<file path="src/rtl/bcd_join.sv">
// bcd_join: serial BCD-to-binary converter, one digit per cycle, valid/ready on both sides.
// Optional macro BCD_JOIN_RANGE_CHECK_EN enables a sticky err flag for digits above 9.
module bcd_join #(
  parameter int NDIG  = 4,
  parameter int OUT_W = 16
) (
  input  logic                clk,
  input  logic                rst_n,
  input  logic [4*NDIG-1:0]   in,
  input  logic                in_valid,
  output logic                in_ready,
  output logic [OUT_W-1:0]    out,
  output logic                out_valid,
  input  logic                out_ready,
  output logic                err
);

  localparam int IW = 4 * NDIG;
  localparam int CW = (NDIG < 2) ? 1 : $clog2(NDIG + 1);

  typedef enum logic [1:0] {
    IDLE = 2'd0,
    CONV = 2'd1,
    DONE = 2'd2
  } state_t;

  state_t            state, state_nxt;
  logic [IW-1:0]     dig;
  logic [OUT_W-1:0]  acc;
  logic [CW-1:0]     cnt;
  logic [3:0]        top;
  logic              accept;
  logic              last;

  // acc*10 + d evaluated 4 bits wider than the accumulator, then truncated
  function automatic logic [OUT_W-1:0] mac10(input logic [OUT_W-1:0] a,
                                             input logic [3:0]       d);
    logic [OUT_W+3:0] w;
    w = {4'b0000, a};
    return OUT_W'((w << 3) + (w << 1) + {{OUT_W{1'b0}}, d});
  endfunction

  assign top    = dig[IW-1 -: 4];
  assign accept = in_valid && (state == IDLE);
  assign last   = (cnt == CW'(NDIG - 1));

  always_ff @(posedge clk or negedge rst_n) begin
    if (!rst_n) state <= IDLE;
    else        state <= state_nxt;
  end

  always_comb begin
    state_nxt = state;
    case (state)
      IDLE:    if (accept)    state_nxt = CONV;
      CONV:    if (last)      state_nxt = DONE;
      DONE:    if (out_ready) state_nxt = IDLE;
      default:                state_nxt = IDLE;
    endcase
  end

  always_ff @(posedge clk or negedge rst_n) begin
    if (!rst_n) begin
      acc <= '0;
      cnt <= '0;
    end else if (accept) begin
      acc <= '0;
      cnt <= '0;
    end else if (state == CONV) begin
      acc <= mac10(acc, top);
      cnt <= cnt + 1'b1;
    end
  end

  // Digit shift register carries data only; control decides when it is meaningful
  always_ff @(posedge clk) begin
    if (accept)              dig <= in;
    else if (state == CONV)  dig <= dig << 4;
  end

`ifdef BCD_JOIN_RANGE_CHECK_EN
  logic errf;

  always_ff @(posedge clk or negedge rst_n) begin
    if (!rst_n)                          errf <= 1'b0;
    else if (accept)                     errf <= 1'b0;
    else if (state == CONV && top > 4'd9) errf <= 1'b1;
  end

  assign err = errf;
`else
  assign err = 1'b0;
`endif

  assign in_ready  = (state == IDLE);
  assign out_valid = (state == DONE);
  assign out       = acc;

endmodule

</file>
<file path="config.mk">
export PLATFORM = sky130hd
export DESIGN_NAME = bcd_join
export DESIGN_NICKNAME = d
export VERILOG_FILES = /design/src/rtl/bcd_join.sv
export SDC_FILE = /design/constraint.sdc
export NUM_CORES = 1
export LEC_CHECK = 0
export ABC_AREA = 1
export CORE_ASPECT_RATIO = 0.5
export CORE_UTILIZATION = 35
export CTS_CLUSTER_SIZE = 30
export DETAILED_ROUTE_END_ITERATION = 6
export GPL_ROUTABILITY_DRIVEN = 1
export GPL_TIMING_DRIVEN = 0
export SLEW_MARGIN = 20
export SYNTH_ARGS = -nofsm -noshare
export SYNTH_HDL_FRONTEND = slang
export SYNTH_SLANG_ARGS = --single-unit
</file>
<file path="constraint.sdc">
create_clock -name clk -period 6.08 [get_ports clk]
set_input_delay 1.216 -clock clk [delete_from_list [all_inputs] [get_ports clk]]
set_output_delay 1.216 -clock clk [all_outputs]
set_load 0.005 [all_outputs]
</file>
==> reports/results.ini <==
[run_status]
status = finished, final reports clean

[clock_network]
h-tree-depth = 2
cts_tree = built
clock_latency_reported_for_the_late_side_of_the_worst_skew_pair_ns = 0.29
post_cts.resized_instances = 0
quantity_of_hold_fixing_buffers_added_after_cts = 0
cts_made_buffers = 5
deepest_clock_path_buffer_count = 2
cts.reportedPaths.clkPinSlew_ns = 0.06
clockRootBuffer = clkbuf_16
cts_post_setup_buffers_inserted = 0
cts_num_sinks = 37

[sta]
fin_skew_ns = 0.005742
number_of_failing_hold_endpoints_at_the_final_stage = 0
rsz0062_at_grt = no
clock.fmax_mhz = 379.7
setup_violations = 0
fin_crit_sh_pct = 43.31
tns_ns = 0
tightestPinTransition_ns = 0.5046
timing.final.max_slew_violations = 0
max-slew-margin-rel_pct = 66.36
post-route-min-period_ns = 2.633

[setup_path]
cp_max_fo = 4
worstRegToRegCells = 10
cp_slowest_stage_delay_ns = 0.53
crit_required_ns = 4.86
worstReg2RegStart = out[0]
critPathCaptureType = primary output
crit_path_start_kind = flip-flop
critPathKind = reg -> out
r2r_setup_slack_ns = 3.80
critical_path.endpoint = in_ready
worstPathArrival_ns = 1.42
critical-path-slowest-cell = clkdlybuf4s50_1
critical_path.cell_chain = nor2_2 > clkdlybuf4s50_1
critical_path.startpoint = state[0]
r2r_end = out[8]

[grt]
grt_first_pass_wirelength_microns = 9121
globalRoute.totalOverflow = 0
grt_max_degree = 22
vias_in_the_first_global_route = 1941
grt_most_used_layer = met2
grt_util_all_layers_pct = 16.23
antenna_violations_before_repair = 0
globalRouteMet2Util_pct = 26.72
grt_use_met1_pct = 20.68
grtUsageMet3_pct = 4.653

[routing]
drt-wirelength-per-cell_microns = 11.94
dr.pass1.iters = 4
wl_microns = 5470
drt.antenna.violating_nets = 0
drcViolationCount = 0
vias = 2089
drt_first_iter_violations = 114
vias_per_cell = 4.561

[logic_synthesis]
syn-cell-area_sq_um = 2515
synth_top_area_cell = dfrtp_1
syn_inst = 321
yosysUniqueCellTypes = 29
synth-seq-cells = 37
synth_fp_nets = 371
synth_edf_count = 16
async_reset_ff_share_pct = 56.76
synth_top_cell_area_share_pct = 20.90
synth.top_cells.by_area = dfrtp_1, edfxtp_1, nand2_1
synth_seq_area_share_pct = 40.00
synth_top_flop_cell = dfrtp_1
yosysWarnings = 0
syn_area_per_cell_sq_um = 7.835

[cells_and_area]
most_frequent_cells_in_the_layout = nand2_1, inv_1, clkdlybuf4s50_1
proportion_of_layout_cells_with_a_drive_suffix_above_1_pct = 7.923
antenna-diode-count = 0
multi_input_area_sq_um = 1285
layout.filler_cells = 663
area.growth.synth_to_final_pct = 24.93
register_area_sq_um = 1006
layout_commonest_cell = nand2_1
fin_nets = 415
finish.instance_area_sq_um = 3142
utilization_pct = 46.17

[placed_design]
dpl_cell_area_sq_um = 3000
placement.io_buffers = 37
gpl.final_weighted_congestion = 0.8889
dpl.hpwl_microns = 4172

[floorplan]
design.core.area_sq_um = 6805
die_area_sq_um = 7549
floorplan.die.height_microns = 61.94
initial_utilization_pct = 36.96
std_cell_rows = 21
top_level_ports = 39
dieWidth_microns = 121.9

[flow_run]
max_cap_viols = 0

[hold_path]
holdCritPathClass = reg -> reg

critical path: cells and delay by family, from the launching register on:
kind | cells | cell delay, ns
buf+inv | 1 | 0.53
flops | 1 | 0.42
simple gates | 1 | 0.19
worst min-delay path by stage:
stage               startpoint     end  depth (start not counted)
floorplan              dig[12]  out[0]                          2
global route           dig[12]  out[0]                          2
global placement       dig[12]  out[0]                          2
CTS                    dig[12]  out[0]                          2
detailed placement     dig[12]  out[0]                          2
finish                 dig[12]  out[0]                          2
through the flow:
stage	std cells	hold slack, ns	setup slack (ns)
floorplan	321	0.4354	3.986
CTS	458	0.4642	3.431
finish	458	0.4577	3.447
detailed placement	450	0.4589	3.379
global route	458	0.4845	3.390
global placement	450	0.4528	3.368
flip-flops by register name, indices dropped and copies added (netlist names):
name / flops
cnt: 3
dig: 16
out: 16
state: 2
synth_stat cells, types with 4 or more instances:
library cell    n
nand3_1        16
ha_1           28
nand2_1       128
o21ai_0         5
edfxtp_1       16
inv_1          44
o21ai_1         4
a21oi_1         8
nand2_2         5
nor2_1         19
dfrtp_1        21
logic make-up after synthesis:
| group | count (synthesis) | share of synthesized area (%) |
|---|---|---|
| flops | 37 | 40.00 |
| compound gates | 25 | 6.020 |
| xor+xnor | 1 | 0.3483 |
| simple gates | 175 | 29.06 |
| other cells | 1 | 0.1491 |
| buf+inv | 52 | 8.905 |
| fa+ha+maj | 30 | 15.52 |
per-layer routing:
metal / routed length, microns / vias to the layer above / part of all wire, %
met2: 2438 / 35 / 45
met1: 2652 / 939 / 48
met4: 93 / 0 / 1.7
met3: 286 / 10 / 5.2
li1: - / 1105 / -
met5: 0 / - / 0
layout make-up:
cell class                 instances  share of cell area (%)
inverter                          47                   5.775
tap                               92                   3.664
clock buffer                       5                   3.982
clock inverter                     3                  0.6770
timing repair buffer              37                   11.63
multi-input combinational        232                   40.90
buffer                             5                   1.354
sequential                        37                   32.02
Power is not shown: default switching activity piles up to over one toggle a cycle in this logic, so the estimate is an artifact.
